File: src/rtl/grf_mp_if.sv
// grf_mp_if: bundle of the register-file read, write and scoreboard signals.
//   ra/rd/rd_ready : NR read ports (address in, data and ready out)
//   we/wa/wd       : NW write ports from writeback (port NW-1 is youngest)
//   set_en/set_addr: mark a register busy when its producer issues
//   busy_vec       : registered busy bit per register
// master = decode/writeback side driving the file, slave = the file itself.
interface grf_mp_if #(
  parameter int DW = 32,
  parameter int AW = 5,
  parameter int NR = 2,
  parameter int NW = 2
);
  logic [NR*AW-1:0]  ra;
  logic [NR*DW-1:0]  rd;
  logic [NR-1:0]     rd_ready;
  logic [NW-1:0]     we;
  logic [NW*AW-1:0]  wa;
  logic [NW*DW-1:0]  wd;
  logic              set_en;
  logic [AW-1:0]     set_addr;
  logic [2**AW-1:0]  busy_vec;

  modport master (
    output ra, we, wa, wd, set_en, set_addr,
    input  rd, rd_ready, busy_vec
  );

  modport slave (
    input  ra, we, wa, wd, set_en, set_addr,
    output rd, rd_ready, busy_vec
  );
endinterface

File: src/rtl/grf_mp.sv
// grf_mp: multi-ported general-purpose register file with write-through
// bypass, optional hardwired-zero register 0 and a per-register busy
// scoreboard.
//   clk   : rising-edge clock for all state
//   reset : asynchronous active-high, clears registers and busy bits
//   bus   : grf_mp_if slave port (read ports, write ports, set request,
//           busy_vec)
// The bus interface parameters must match DW/AW/NR/NW given here.
module grf_mp #(
  parameter int DW       = 32,
  parameter int AW       = 5,
  parameter int NR       = 2,
  parameter int NW       = 2,
  parameter int ZERO_REG = 1
) (
  input  logic        clk,
  input  logic        reset,
  grf_mp_if.slave     bus
);
  localparam int NREG = 2**AW;

  logic [NW-1:0]   wr_eff;
  logic [DW-1:0]   mem_q [NREG];
  logic [NREG-1:0] busy_q;

  // A write to register 0 is dropped entirely when it is hardwired to zero,
  // so it neither stores, bypasses nor clears a busy bit.
  for (genvar gi = 0; gi < NW; gi++) begin : g_wr
    assign wr_eff[gi] = bus.we[gi] &&
                        !((ZERO_REG != 0) && (bus.wa[gi*AW +: AW] == '0));
  end

  // Per-register write decode, storage and busy bit.
  for (genvar gi = 0; gi < NREG; gi++) begin : g_reg
    logic          hit;
    logic [DW-1:0] data;
    logic          set_hit;
    logic [DW-1:0] val_reg;
    logic          busy_reg;
    logic          busy_next;

    // Ascending scan so the highest-index (youngest) port wins a conflict.
    always_comb begin
      hit  = 1'b0;
      data = '0;
      for (int j = 0; j < NW; j++) begin
        if (wr_eff[j] && (bus.wa[j*AW +: AW] == AW'(gi))) begin
          hit  = 1'b1;
          data = bus.wd[j*DW +: DW];
        end
      end
    end

    assign set_hit = bus.set_en && (bus.set_addr == AW'(gi)) &&
                     !((ZERO_REG != 0) && (gi == 0));

    // A new producer issued this cycle outranks the older one retiring.
    always_comb begin
      busy_next = busy_reg;
      if (set_hit) begin
        busy_next = 1'b1;
      end else if (hit) begin
        busy_next = 1'b0;
      end
    end

    always_ff @(posedge clk or posedge reset) begin
      if (reset) begin
        val_reg  <= '0;
        busy_reg <= 1'b0;
      end else begin
        if (hit) begin
          val_reg <= data;
        end
        busy_reg <= busy_next;
      end
    end

    assign mem_q[gi]  = val_reg;
    assign busy_q[gi] = busy_reg;
  end

  assign bus.busy_vec = busy_q;

  // Read ports: zero register, then same-cycle bypass, then stored value.
  for (genvar gi = 0; gi < NR; gi++) begin : g_rd
    logic [AW-1:0] addr;
    logic          hit;
    logic [DW-1:0] data;
    logic          is_zero;

    assign addr    = bus.ra[gi*AW +: AW];
    assign is_zero = (ZERO_REG != 0) && (addr == '0);

    always_comb begin
      hit  = 1'b0;
      data = mem_q[addr];
      for (int j = 0; j < NW; j++) begin
        if (wr_eff[j] && (bus.wa[j*AW +: AW] == addr)) begin
          hit  = 1'b1;
          data = bus.wd[j*DW +: DW];
        end
      end
    end

    assign bus.rd[gi*DW +: DW] = is_zero ? '0 : data;
    // The bypass term lets a waiting consumer proceed in the very cycle its
    // producer writes back.
    assign bus.rd_ready[gi]    = is_zero || hit || !busy_q[addr];
  end
endmodule

File: src/flat_wrapper.sv
// flat-port wrapper written by rule: the top's interface ports become plain ports
module grf_mp_flat 
#(
  parameter int DW       = 32,
  parameter int AW       = 5,
  parameter int NR       = 2,
  parameter int NW       = 2,
  parameter int ZERO_REG = 1
)
  (clk, reset, bus_ra, bus_we, bus_wa, bus_wd, bus_set_en, bus_set_addr, bus_rd, bus_rd_ready, bus_busy_vec);
  grf_mp_if #(.DW(DW), .AW(AW), .NR(NR), .NW(NW)) bus_i ();
  input  logic clk;
  input  logic reset;
  input wire logic [$bits(bus_i.ra)-1:0] bus_ra;
  input wire logic [$bits(bus_i.we)-1:0] bus_we;
  input wire logic [$bits(bus_i.wa)-1:0] bus_wa;
  input wire logic [$bits(bus_i.wd)-1:0] bus_wd;
  input wire logic [$bits(bus_i.set_en)-1:0] bus_set_en;
  input wire logic [$bits(bus_i.set_addr)-1:0] bus_set_addr;
  output wire logic [$bits(bus_i.rd)-1:0] bus_rd;
  output wire logic [$bits(bus_i.rd_ready)-1:0] bus_rd_ready;
  output wire logic [$bits(bus_i.busy_vec)-1:0] bus_busy_vec;
  assign bus_i.ra = bus_ra;
  assign bus_i.we = bus_we;
  assign bus_i.wa = bus_wa;
  assign bus_i.wd = bus_wd;
  assign bus_i.set_en = bus_set_en;
  assign bus_i.set_addr = bus_set_addr;
  assign bus_rd = bus_i.rd;
  assign bus_rd_ready = bus_i.rd_ready;
  assign bus_busy_vec = bus_i.busy_vec;
  grf_mp #(.DW(DW), .AW(AW), .NR(NR), .NW(NW), .ZERO_REG(ZERO_REG)) u_core (.clk(clk), .reset(reset), .bus(bus_i));
endmodule
File: config.mk
export PLATFORM = sky130hd
export DESIGN_NAME = grf_mp_flat
export DESIGN_NICKNAME = d
export VERILOG_FILES = /design/src/rtl/grf_mp_if.sv /design/src/rtl/grf_mp.sv /design/src/flat_wrapper.sv
export SDC_FILE = /design/constraint.sdc
export NUM_CORES = 2
export LEC_CHECK = 0
export ABC_AREA = 1
export CAP_MARGIN = 0
export CELL_PAD_IN_SITES_DETAIL_PLACEMENT = 2
export CELL_PAD_IN_SITES_GLOBAL_PLACEMENT = 2
export CORE_MARGIN = 2
export CORE_UTILIZATION = 30
export DETAILED_ROUTE_END_ITERATION = 10
export PLACE_DENSITY = 0.7
export SETUP_SLACK_MARGIN = 0.05
export SLEW_MARGIN = 20
export SYNTH_ARGS = -nofsm -noshare
export SYNTH_HDL_FRONTEND = slang
export SYNTH_SLANG_ARGS = --single-unit
File: constraint.sdc
create_clock -name clk -period 33.7 [get_ports clk]
set_input_delay 3.37 -clock clk [delete_from_list [all_inputs] [get_ports clk]]
set_output_delay 3.37 -clock clk [all_outputs]
set_load 0.005 [all_outputs]
# Word level (Yosys, flattened, before mapping)
# Cells that the tools add are included.
# word_totals
mem_count	0
input_bits	94
romBits	0
latch_bits	0
output_inout_bits	98
ff_bits	1055
ram_bits	0
# classes
n_bitwise	2
n_div	0
mul	0
shift	0
n_addsub	0
mux	210
eq_ne	97
magnitude_cmp	4
reduce_logical	144
# ops
cell	n
32-bit 2-to-1 mux	74
32-bit binary-select mux with 5-bit select	2
5-bit == test (second input constant)	48
1-bit 2-to-1 mux	132
5-bit by 4-bit == test with 1-bit output (second input constant)	24
1-bit logical AND	101
2-bit nonzero test	31
5-bit by 3-bit == test with 1-bit output (second input constant)	12
5-bit by 2-bit == test with 1-bit output (second input constant)	6
5-bit == test	4
5-bit logical NOT	4
5-bit by 1-bit == test with 1-bit output (second input constant)	3
6-bit >= comparator (second input constant)	2
5-bit by 6-bit less-than comparator with 1-bit output (second input constant)	2
5-bit NOT with 6-bit output	2
1-bit binary-select mux with 5-bit select	2
1-bit logical NOT	4
1-bit logical OR	4

# Logic depth before layout (Yosys ltp)
# logic_depth
depth_word	8
ltp_mapped	12
depth_no_buf	10

# Worst setup path before layout
# Ideal clock, no wire load.
# synth_path
kind	input port to output port
start	input bus_wa[1]
end	output bus_rd[11]
path_stages	10
arrival_ps	4653
setup_slack_ps	25677
cell_sequence	clkbuf_2 -> nor2_1 -> nand2_1 -> nand2_1 -> nand2_1 -> nand3_1 -> buf_4 -> clkbuf_1 -> nand3_1 -> a21oi_1
# synth_between
elab_chain_len	7
word_cells_on_any_way	8
classes_between	1 x eq/ne; 3 x mux; 4 x reduce/logical
# synth_rtl
item	line	text
start, declared	flat_wrapper.sv:16	input wire logic [$bits(bus_i.wa)-1:0] bus_wa;
5-bit logical NOT	grf_mp.sv:30	!((ZERO_REG != 0) && (bus.wa[gi*AW +: AW] == '0));
1-bit logical NOT	grf_mp.sv:30	
1-bit logical AND	grf_mp.sv:29	assign wr_eff[gi] = bus.we[gi] &&
1-bit logical AND *	grf_mp.sv:99	if (wr_eff[j] && (bus.wa[j*AW +: AW] == addr)) begin
32-bit 2-to-1 mux * (2 in series)	grf_mp.sv:99	
32-bit 2-to-1 mux *	grf_mp.sv:106	assign bus.rd[gi*DW +: DW] = is_zero ? '0 : data;
end, declared	flat_wrapper.sv:20	output wire logic [$bits(bus_i.rd)-1:0] bus_rd;
# Mark *: on every way between the ends. The rest lies on a longest branch, timed or not.

# Worst setup path after layout
# layout_path
start	input bus_ra[0]
end	output bus_rd[11]
# layout_between
elab_chain_len	7
word_cells_on_any_way	12
classes_between	2 x eq/ne; 6 x mux; 1 x bitwise; 3 x reduce/logical
# layout_rtl
item	line	text
start, declared	flat_wrapper.sv:14	input wire logic [$bits(bus_i.ra)-1:0] bus_ra;
5-bit NOT with 6-bit output (not written as such)	grf_mp.sv:97	data = mem_q[addr];
32-bit binary-select mux with 5-bit select	grf_mp.sv:97	
32-bit 2-to-1 mux (not written as such) (2 in series)	grf_mp.sv:97	
32-bit 2-to-1 mux (2 in series)	grf_mp.sv:99	
32-bit 2-to-1 mux *	grf_mp.sv:106	
# Mark *: on every way between the ends. The rest lies on a longest branch, timed or not. The select of a mux whose other input is x is not followed.

==> impl_metrics.toml <==
[worst_setup_path]
critPathLaunchType = "input pin"
path_buf_inv = 7
cp_slowest_cell = "buf_4"
startpoint = "bus_ra[0]"
required_ps = 30330
end_kind = "primary output"
reg2reg_from = "u_core.g_reg[14].busy_reg$_DFFE_PP0P_"
worstPathMaxFanout = 139
cp_cell_sequence = "buf_8 -> inv_8 -> buf_4 -> buf_4 -> buf_4 -> buf_4 -> nand2_1 -> nand3_1 -> nand3_1 -> nand2_1 -> nor2_1 -> nand2_1 -> nand3_1 -> a21oi_1 -> clkdlybuf4s50_1"
critical_path_class = "input pin to primary output"
max_stage_delay_ps = 880
path_depth = 15
worstPathArrival_ps = 9490
r2r_cells = 1
cp_common_cell = "buf_4"
cp_top_family = "buffers and inverters"

[drt]
ant_nets = 0
first_iter_violations = 11079
firstDrtPassIters = 6
dr_total_vias = 85446
wirelength_mm = 469.7
post_drt_wl_per_cell_um = 36.57
viasPerCell = 6.653
drc = 0

[synth]
avgSynthCellArea_sq_um = 7.055
synth_warnings = 0
synth-async-reset-ratio_pct = 100.0
synth-seq-cells = 1055
synth.yosys.seq_area_share_pct = 36.88
synth_cells = 10147
yosys.cell_types.count = 40
syn-num-nets = 10241
synth_flop_cell = "dfrtp_1"
synth_edf_count = 0
syn_area_sq_mm = 0.07159

[global_route]
grt_max_degree = 183
antenna_found_initial = 34
grt_usage_pct = 37.72
grt_pass1_vias = 88429
gr-total-overflow = 0
grt_pass1_wl_mm = 665.9

[clock_tree]
clockBufferDepth = 3
cts_tree = "yes"
cts.sinks = 1055
clockRootBuffer = "clkbuf_16"
h-tree-depth = 4
post-cts-setup-buffers = 0
numCtsBuffers = 142
worstSkewPairLatency_ps = 820
post_cts_resized = 0
clk_pin_slew_ps = 50
postCtsHoldBufs = 0

[sta]
fin_tns_setup_ps = 0
worst_pin_slew_ps = 1266
skew_ps = 0
hold_violations = 0
fmax_ghz = 0.07777
min_period_ps = 12860
hold_ws_ps = 401.9
setup_viol = 0
slew_headroom_pct = 15.61
final_max_slew_viol_count = 0
finalCritPeriodShare_pct = 38.15
rsz0062_at_grt = "no"

[floorplan]
die_h_um = 492.5
initial_core_util_pct = 30.13
coreArea_sq_mm = 0.2376
fp-row-count = 179
io-pin-count = 192
die_area_sq_mm = 0.2425
die_x_um = 492.5

[placement]
place_congestion = 0.8966
hpwl_mm = 267.0
port_buffers = 190

[finish]
fin_nets = 9637
num-fill-cells = 27815
synthToLayoutAreaGrowth_pct = 10.77
drive_gt1_share_pct = 9.014
largest_register_ffs = 1024

[hold_path]
hp-class = "flop to flop"
hold_path_depth = 0
min-delay-start = "u_core.g_reg[0].val_reg[27]$_DFFE_PP0P_"

[power]
ir_drop_mv = 0.05540
power_density_mw_per_mm2 = 58.54
p_leak_nw = 33.43

[job]
maxCapViolCount = 0

[outcome]
status = "finished, final reports clean"
-- cells in the final DEF (no fill, tap or decap), types with 31 or more instances in the layout --
| cell type | Yosys | layout |
|---|---|---|
| a21oi_1 | 463 | 463 |
| buf_4 | 44 | 241 |
| clkbuf_1 | 723 | 38 |
| clkbuf_16 | 0 | 151 |
| clkbuf_8 | 0 | 33 |
| clkdlybuf4s50_1 | 0 | 180 |
| clkinv_2 | 1 | 47 |
| dfrtp_1 | 1055 | 1055 |
| inv_1 | 265 | 234 |
| nand2_1 | 2895 | 2886 |
| nand3_1 | 2685 | 2678 |
| nor2_1 | 182 | 177 |
| o211ai_1 | 568 | 568 |
| o211ai_2 | 272 | 272 |
| o21ai_0 | 245 | 245 |
| o21ai_1 | 33 | 31 |
| o221ai_1 | 169 | 169 |
-- Yosys cell counts (all sizes together) (2+ instances only) --
| master | number | area, sq um |
|---|---|---|
| nand2 | 2911 | 10970 |
| nand3 | 2705 | 13700 |
| dfrtp | 1055 | 26400 |
| o211ai | 840 | 7667 |
| clkbuf | 725 | 2724 |
| a21oi | 463 | 2317 |
| buf | 462 | 2572 |
| inv | 290 | 1089 |
| o21ai | 278 | 1391 |
| nor2 | 190 | 789.5 |
| o221ai | 169 | 1480 |
| a32o | 20 | 200.2 |
| xor2 | 14 | 122.6 |
| clkinv | 5 | 20.01 |
| a22o | 4 | 35.03 |
| xnor2 | 4 | 35.03 |
| nor3 | 3 | 15.01 |
| and3 | 2 | 12.51 |
| nand4 | 2 | 12.51 |
-- where the power goes --
part           switching, mW  leakage (nW)  internal (mW)
clock network          0.667          2.32          0.934
logic                  0.732          17.7          0.452
registers              0.286          13.4           1.57
total                   1.68          33.4           2.96
-- routing by layer --
layer	part of all wire, %	vias to the layer above	GRT usage, %
li1	-	33801	-
met1	40	44876	48.45
met2	43	5257	56.54
met3	11	1488	9.769
met4	7.0	24	23.10
met5	0.031	-	0
-- final timing paths --
path	slack, ps	end
max in group asynchronous	27430	u_core.g_reg[27].val_reg[17]$_DFFE_PP0P_
worst max register to register	32770	u_core.g_reg[14].busy_reg$_DFFE_PP0P_
min in group asynchronous	3060	u_core.g_reg[19].val_reg[25]$_DFFE_PP0P_
worst min-delay path	400	u_core.g_reg[0].val_reg[27]$_DFFE_PP0P_
worst min register to register	400	u_core.g_reg[0].val_reg[27]$_DFFE_PP0P_
worst max-delay path	20840	bus_rd[11]
-- per-stage QoR --
step	setup WS, ps	util [%]	instances	instance area [sq um]	total power [mW]
after floorplan	634.6	-	10147	71590	2.569
after global placement	21160	31.33	12563	74450	2.932
after detailed placement	21100	31.35	12565	74500	3.014
after CTS	21070	33.33	12818	79200	4.615
after global routing	20750	33.35	12822	79240	4.839
final	20840	33.37	12843	79290	4.642
-- area by class of cell --
cell class	instances	area, sq um	area share [%]
clock buffers	222	4375	5.518
flip-flops and latches	1055	26400	33.29
repair buffers	439	3928	4.953
clock inverters	31	326.6	0.4118
multi-input cells	7610	39060	49.26
well taps	3167	3963	4.997
diodes	24	60.06	0.07574
inverters	295	1180	1.488
-- cell families (layout without fill, tap and decap cells) --
logic type,count (synthesis),in the layout,synth area share [%]
other cells,1,25,0.005238
compound gates,1776,1776,18.31
simple gates,5815,5815,35.64
buf+inv,1482,987,8.947
flops,1055,1055,36.88
xor+xnor,18,18,0.2202
No activity file was read; power rests on OpenSTA's default activity.
